**config.mk**
```make
export PLATFORM = sky130hd
export DESIGN_NAME = hilo_mdu
export DESIGN_NICKNAME = d
export VERILOG_FILES = /design/src/rtl/hilo_mdu.sv
export SDC_FILE = /design/constraint.sdc
export NUM_CORES = 2
export LEC_CHECK = 0
export CAP_MARGIN = 20
export CORE_MARGIN = 10
export CORE_UTILIZATION = 35
export DETAILED_ROUTE_END_ITERATION = 10
export PLACE_DENSITY = 0.5
export SETUP_SLACK_MARGIN = 0.2
export SLEW_MARGIN = 0
export SYNTH_ARGS = -nofsm -noshare
export SYNTH_HDL_FRONTEND = slang
export SYNTH_SLANG_ARGS = --single-unit
```
**constraint.sdc**
```tcl
create_clock -name clk -period 12.1 [get_ports clk]
set_input_delay 2.42 -clock clk [delete_from_list [all_inputs] [get_ports clk]]
set_output_delay 2.42 -clock clk [all_outputs]
set_load 0.01 [all_outputs]
```
**src/rtl/hilo_mdu.sv**
```systemverilog
// hilo_mdu: iterative MULT/MULTU/DIV/DIVU unit owning HI/LO, plus MTHI/MTLO.
// Ports: clk, rst (async high), start/ex_adv/op/src_a/src_b from EX,
// flush from MEM1; isbusy (comb), hi/lo (registered), done (write pulse).
module hilo_mdu (
  input  logic        clk,
  input  logic        rst,
  input  logic        start,
  input  logic        ex_adv,
  input  logic [2:0]  op,
  input  logic [31:0] src_a,
  input  logic [31:0] src_b,
  input  logic        flush,
  output logic        isbusy,
  output logic [31:0] hi,
  output logic [31:0] lo,
  output logic        done
);

  typedef enum logic [1:0] {
    S_IDLE,
    S_MUL,
    S_DIV,
    S_FIX
  } state_e;

  state_e      state_q;
  logic [5:0]  cnt_q;
  logic [32:0] opa_q;
  logic [32:0] opb_q;
  logic [63:0] prod_q;
  logic [31:0] rem_q;
  logic        qsign_q;
  logic        rsign_q;
  logic [31:0] hi_q;
  logic [31:0] lo_q;

  logic        accept;
  logic        sgn;
  logic [31:0] abs_a;
  logic [31:0] abs_b;
  logic [63:0] pa;
  logic [63:0] pb;
  logic [63:0] prod_d;
  logic [32:0] trial;
  logic [32:0] diff;
  logic        qbit;
  logic [31:0] rem_d;
  logic [31:0] quo_d;

  assign accept = start & ex_adv & ~flush & (state_q == S_IDLE);

  // op 0 (MULT) and op 2 (DIV) are the signed forms
  assign sgn   = ~op[0];
  assign abs_a = (sgn & src_a[31]) ? -src_a : src_a;
  assign abs_b = (sgn & src_b[31]) ? -src_b : src_b;

  // 33x33 signed product; low 64 bits of a 64-bit multiply are exact
  assign pa     = {{31{opa_q[32]}}, opa_q};
  assign pb     = {{31{opb_q[32]}}, opb_q};
  assign prod_d = pa * pb;

  // restoring step: shift next dividend bit into the partial remainder;
  // a borrow out of bit 32 means the divisor did not fit
  assign trial = {rem_q, opa_q[31]};
  assign diff  = trial - {1'b0, opb_q[31:0]};
  assign qbit  = ~diff[32];
  assign rem_d = qbit ? diff[31:0] : trial[31:0];
  assign quo_d = {opa_q[30:0], qbit};

  assign isbusy = (state_q != S_IDLE) | (accept & ~op[2]);
  assign done   = ~flush &
                  (((state_q == S_MUL) & (cnt_q == 6'd1)) |
                   (state_q == S_FIX));
  assign hi     = hi_q;
  assign lo     = lo_q;

  always_ff @(posedge clk or posedge rst) begin
    if (rst) begin
      state_q <= S_IDLE;
      cnt_q   <= '0;
      opa_q   <= '0;
      opb_q   <= '0;
      prod_q  <= '0;
      rem_q   <= '0;
      qsign_q <= 1'b0;
      rsign_q <= 1'b0;
      hi_q    <= '0;
      lo_q    <= '0;
    end else begin
      unique case (state_q)
        S_IDLE: begin
          if (accept) begin
            case (op)
              3'd0, 3'd1: begin
                opa_q   <= {sgn & src_a[31], src_a};
                opb_q   <= {sgn & src_b[31], src_b};
                cnt_q   <= '0;
                state_q <= S_MUL;
              end
              3'd2, 3'd3: begin
                opa_q   <= {1'b0, abs_a};
                opb_q   <= {1'b0, abs_b};
                rem_q   <= '0;
                qsign_q <= sgn & (src_a[31] ^ src_b[31]);
                rsign_q <= sgn & src_a[31];
                cnt_q   <= '0;
                state_q <= S_DIV;
              end
              3'd4: hi_q <= src_a;
              3'd5: lo_q <= src_a;
              default: ;
            endcase
          end
        end
        S_MUL: begin
          if (flush) begin
            state_q <= S_IDLE;
            cnt_q   <= '0;
          end else if (cnt_q == 6'd0) begin
            prod_q <= prod_d;
            cnt_q  <= 6'd1;
          end else begin
            hi_q    <= prod_q[63:32];
            lo_q    <= prod_q[31:0];
            cnt_q   <= '0;
            state_q <= S_IDLE;
          end
        end
        S_DIV: begin
          if (flush) begin
            state_q <= S_IDLE;
            cnt_q   <= '0;
          end else begin
            rem_q       <= rem_d;
            opa_q[31:0] <= quo_d;
            cnt_q       <= cnt_q + 6'd1;
            if (cnt_q == 6'd31) begin
              state_q <= S_FIX;
            end
          end
        end
        S_FIX: begin
          if (!flush) begin
            lo_q <= qsign_q ? -opa_q[31:0] : opa_q[31:0];
            hi_q <= rsign_q ? -rem_q : rem_q;
          end
          cnt_q   <= '0;
          state_q <= S_IDLE;
        end
        default: state_q <= S_IDLE;
      endcase
    end
  end

endmodule

```
# Word-level counts from Yosys, hierarchy flattened
# Cells that the tools add are included.
[word_totals]
elab_cells = 114
register_bits = 236
input_bits = 72
[op_classes]
multipliers = 1
n_eq_ne = 22
n_addsub = 6
muxes = 39
bitwise = 16
n_reduce_logical = 19
[ops]
columns = ["operator", "count"]
rows = [
  ["$mux W32", 20],
  ["$pmux W32 S3", 2],
  ["$pmux W33 S2", 2],
  ["$neg A32 Y32", 4],
  ["$pmux W32 S2", 2],
  ["$mul A33 B33 Y64", 1],
  ["$sub A33 B32 Y33", 1],
  ["$pmux W6 S4", 1],
  ["$mux W6", 3],
  ["$ne A2 B2 Y1 const B", 6],
  ["$reduce_and A4 Y1", 3],
  ["$reduce_and A6 Y1", 2],
  ["$mux W2", 5],
  ["$and A1 B1 Y1", 9],
  ["$reduce_and A3 Y1", 3],
  ["$pmux W2 S4", 1],
  ["$add A6 B1 Y6 const B", 1],
  ["$eq A3 B2 Y1 const B", 2],
  ["$eq A3 B3 Y1 const B", 2],
  ["$eq A6 B1 Y1 const B", 1],
  ["$eq A6 B5 Y1 const B", 1],
  ["$logic_not A6 Y1", 1],
  ["$ne A2 B1 Y1 const B", 3],
  ["$ne A3 B3 Y1 const B", 2],
  ["other kinds (16)", 25],
]

# Longest topological paths before layout
[depth]
depth_word = 6
depth_mapped = 30
ltp_nobuf = 27

# Worst setup path before layout
# Ideal clock, no wire load.
[synth_path]
path_kind = "register to register"
startpoint = "reg opb_q[0]"
endpoint = "reg prod_q[60]"
setup_ns = 0.069
arrival_time_ns = 7.844
setup_slack_ns = 4.187
path_stages_with_launch = 25
required_ns = 12.031
path_cell_list = "dfrtp_1 > clkbuf_1 > nand2_1 > inv_1 > fa_1 > fa_1 > fa_1 > inv_1 > fa_1 > inv_1 > fa_1 > fa_1 > fa_1 > inv_1 > fa_1 > inv_1 > ha_1 > clkbuf_1 > nand2_1 > or3_1 > o211ai_1 > a31oi_2 > o21a_1 > or4_1 > nand3_1"
[synth_via]
elab_chain_cells = 1
[synth_rtl]
columns = ["element", "line_no", "text"]
rows = [
  ["start, declared", "29", "logic [32:0] opb_q;"],
  ["start signal, assigned", "96", "opb_q <= {sgn & src_b[31], src_b};"],
  ["start signal, assigned", "102", "opb_q <= {1'b0, abs_b};"],
  ["$mul A33 B33 Y64", "60", "assign prod_d = pa * pb;"],
  ["end signal, assigned", "120", "prod_q <= prod_d;"],
  ["end, declared", "30", "logic [63:0] prod_q;"],
]
# No other way between the ends.
# A chain may end at the register's enable or synchronous reset.

# Worst setup path in the final report
[layout_path]
startpoint = "reg opa_q[14]"
endpoint = "reg prod_q[55]"
[layout_via]
elab_chain_cells = 1
[layout_rtl]
columns = ["element", "line_no", "text"]
rows = [
  ["start, declared", "28", "logic [32:0] opa_q;"],
  ["start signal, assigned", "95", "opa_q <= {sgn & src_a[31], src_a};"],
  ["start signal, assigned", "101", "opa_q <= {1'b0, abs_a};"],
  ["start signal, assigned", "135", "opa_q[31:0] <= quo_d;"],
  ["$mul A33 B33 Y64", "60", ""],
]
# No other way between the ends.

==> metrics.md <==
| Metric | Value |
|---|---|
| Clk buf depth | 3 |
| Wire length per cell | 23.0 um |
| Minimum clock period after layout | between 8 and 9 ns |
| Largest cells by area after synthesis | fa_1 43%, dfrtp_1 11%, inv_1 8.1% |
| DRT Pass-1 Iters | 6 |
| Syn nets | 7301 |
| Placed inst area | between 50000 and 60000 um^2 |
| Area delta synth->final | 8.27% |
| Slew HR | 0.256 |
| GRT Util Overall | 0.215 |
| Starting Density | 0.351 |
| Slew Limit Fails | 0 |
| CTS sink count | 236 |
| Final core utilization | 0.380 |
| CP endpoint kind | flop |
| Setup bufs post-CTS | 0 |
| Vias/cell | a little over 5 |
| Finished Layout Cells | 7800 |
| Synth Warn # | 0 |
| Design area | roughly 57000 um^2 |
| Drc violations | 0 |
| Worst-Margin Slew | roughly 1.1 ns |
| Hold Path Class | flop to flop |
| Cell with the most instances after synthesis | inv_1 |
| Max cap viols | 0 |
| Peak Freq | 114 MHz |
| CTS buffer count | 28 |
| GRT overflow | 0 |
| Row count | 142 |
| Fin Setup TNS | 0 ns |
| Fraction of layout cells with a size suffix above 1 | 0.0325 |
| First-pass GRT wire length | between 200 and 300 mm |
| Wirelength, routed | 179 mm |
| Sequential area share after synthesis | 0.112 |
| Final Wtd Congestion | roughly 0.93 |
| Width of the die | about 400 um |
| CTS tree | built |
| Antenna-violating nets left | 0 |
| Hold Vio Cnt, Final | 0 |
| Fin nets | 7216 |
| Post-synth EDFFs | 0 |
| Antenna violations before repair | 15 |
| Worst-path maximum fanout | 23 |
| Crit share post-route | 0.728 |
| H-tree levels | 1 |
| Vias | between 30000 and 40000 |
| Core Region | 149000 um^2 |
| Register bit total from synthesis | between 200 and 250 |
| Vias in the first global route | 42300 |
| DP Cell Count | approximately 7700 |
| Yosys top cell area share | 0.429 |
| Clk_lat worst skew | 0.63 ns |
| Startpoint types | flop |
| DRT iter0 DRCs | 2795 |
| CP Data Required Time | ~13 ns |
| Die ar. | 166000 um^2 |
| Asr flop ratio synth | 1.00 |
| Avg Cell Area, Syn | roughly 9.0 um^2 |
| Status | finished, final reports clean |
| Cells after Synth | approximately 5800 |
| Clock-pin slew on the worst setup and hold paths | 0.07 ns |
| Root buffer cell | clkbuf_16 |
| Cell taking the most area after synthesis | fa_1 |
| Final setup viols | 0 |
| Crit path DAT | between 9 and 10 ns |
| DP Wirelength | between 100 and 150 mm |
| I/O Pins | between 100 and 150 |
| Clock skew | approximately 0.034 ns |
| Crit path kind | flop to flop |
| Synthesized area | roughly 53000 um^2 |
| Post_cts resized | 0 |
| Die outline height | 407 um |
| Largest net degree at the start of global routing | ~120 |
| Hold Buf Count CTS | 0 |
| Number of port buffers | 137 |
| Synth cell types | 74 |
| RSZ-0062 raised after global routing | no |
| Commonest cells in the netlist | 1129 x inv_1, 1126 x fa_1, 856 x nand2_1 |
| Main synth FF type | dfrtp_1 |
[state kept, by name (all words and copies together) (netlist names)]
name and count:
opb_q 33, qsign_q 1, lo 32, cnt_q 6
rem_q 32, prod_q 64, hi 32, rsign_q 1
state_q 2, opa_q 33
[final cells by class]
class	count	area [um^2]
fillers	15200	92600
multi-input cells	4134	41100
flip-flops and latches	236	5910
inverters	1134	4260
well taps	2016	2520
repair buffers	228	2120
clock buffers	38	768
clock inverters	11	165
diodes	3	7.51
[final timing paths]
path | cells after the start | start | slack, ns | end
worst max-delay path | 25 | opa_q[14] | 3.29 | prod_q[55]
worst min register to register | 2 | prod_q[0] | 0.47 | prod_q[0]
worst max register to register | 25 | opa_q[14] | 3.29 | prod_q[55]
min in group asynchronous | 2 | rst | 2.31 | lo[6]
max in group asynchronous | 3 | rst | 8.39 | opb_q[12]
worst min-delay path | 2 | prod_q[0] | 0.47 | prod_q[0]
[critical path: stages, from the launching register on]
cell,delay [ns]
dfrtp_1,1.06
buf_4,0.50
and2_1,0.21
fa_1,0.41
inv_1,0.08
fa_1,0.41
inv_1,0.09
fa_1,0.44
fa_1,0.51
fa_1,0.55
fa_1,0.44
fa_1,0.50
inv_1,0.05
fa_1,0.48
inv_1,0.05
ha_1,0.36
and4_1,0.26
and3_1,0.22
a21oi_1,0.14
o21ai_0,0.18
and2_1,0.19
a31oi_1,0.62
o21ai_1,0.26
o31ai_1,0.33
xnor2_1,0.15
o21ai_0,0.08
[cell usage in the layout, fill, tap and decap left out, drive strengths merged, types with 90 or more instances in the layout]
cell           count
fa              1126
a21oi            198
nand2            856
clkdlybuf4s50    137
and2             495
dfrtp            236
xnor2            131
o21ai            291
nor2             152
inv             1129
ha               256
buf               90
[kinds of logic (layout without fill, tap and decap cells)]
family	count (synthesis)	count (layout)	synth area share
flops	236	236	0.112
buf+inv	1477	1411	0.106
fa+ha+maj	1382	1382	0.490
other cells	0	3	0
compound gates	754	754	0.0888
xor+xnor	217	217	0.0363
simple gates	1759	1759	0.162
mux	22	22	0.00429
[layer usage]
layer / up-vias / part of all wire / track usage
li1: 17500 / - / -
met1: 20900 / 0.43 / 0.294
met2: 1166 / 0.48 / 0.361
met3: 202 / 0.062 / 0.0282
met4: 6 / 0.030 / 0.0526
met5: - / 0.00019 / 0
[metrics by stage]
stage | setup WS (ns) | hold slack (ns)
after CTS | 3.33 | 0.473
after global placement | 3.38 | 0.450
after detailed placement | 3.35 | 0.457
after global routing | 2.91 | 0.505
after floorplan | 3.21 | 0.439
final | 3.29 | 0.471
Power is not shown: default switching activity piles up to over one toggle a cycle in this logic, so the estimate is an artifact.
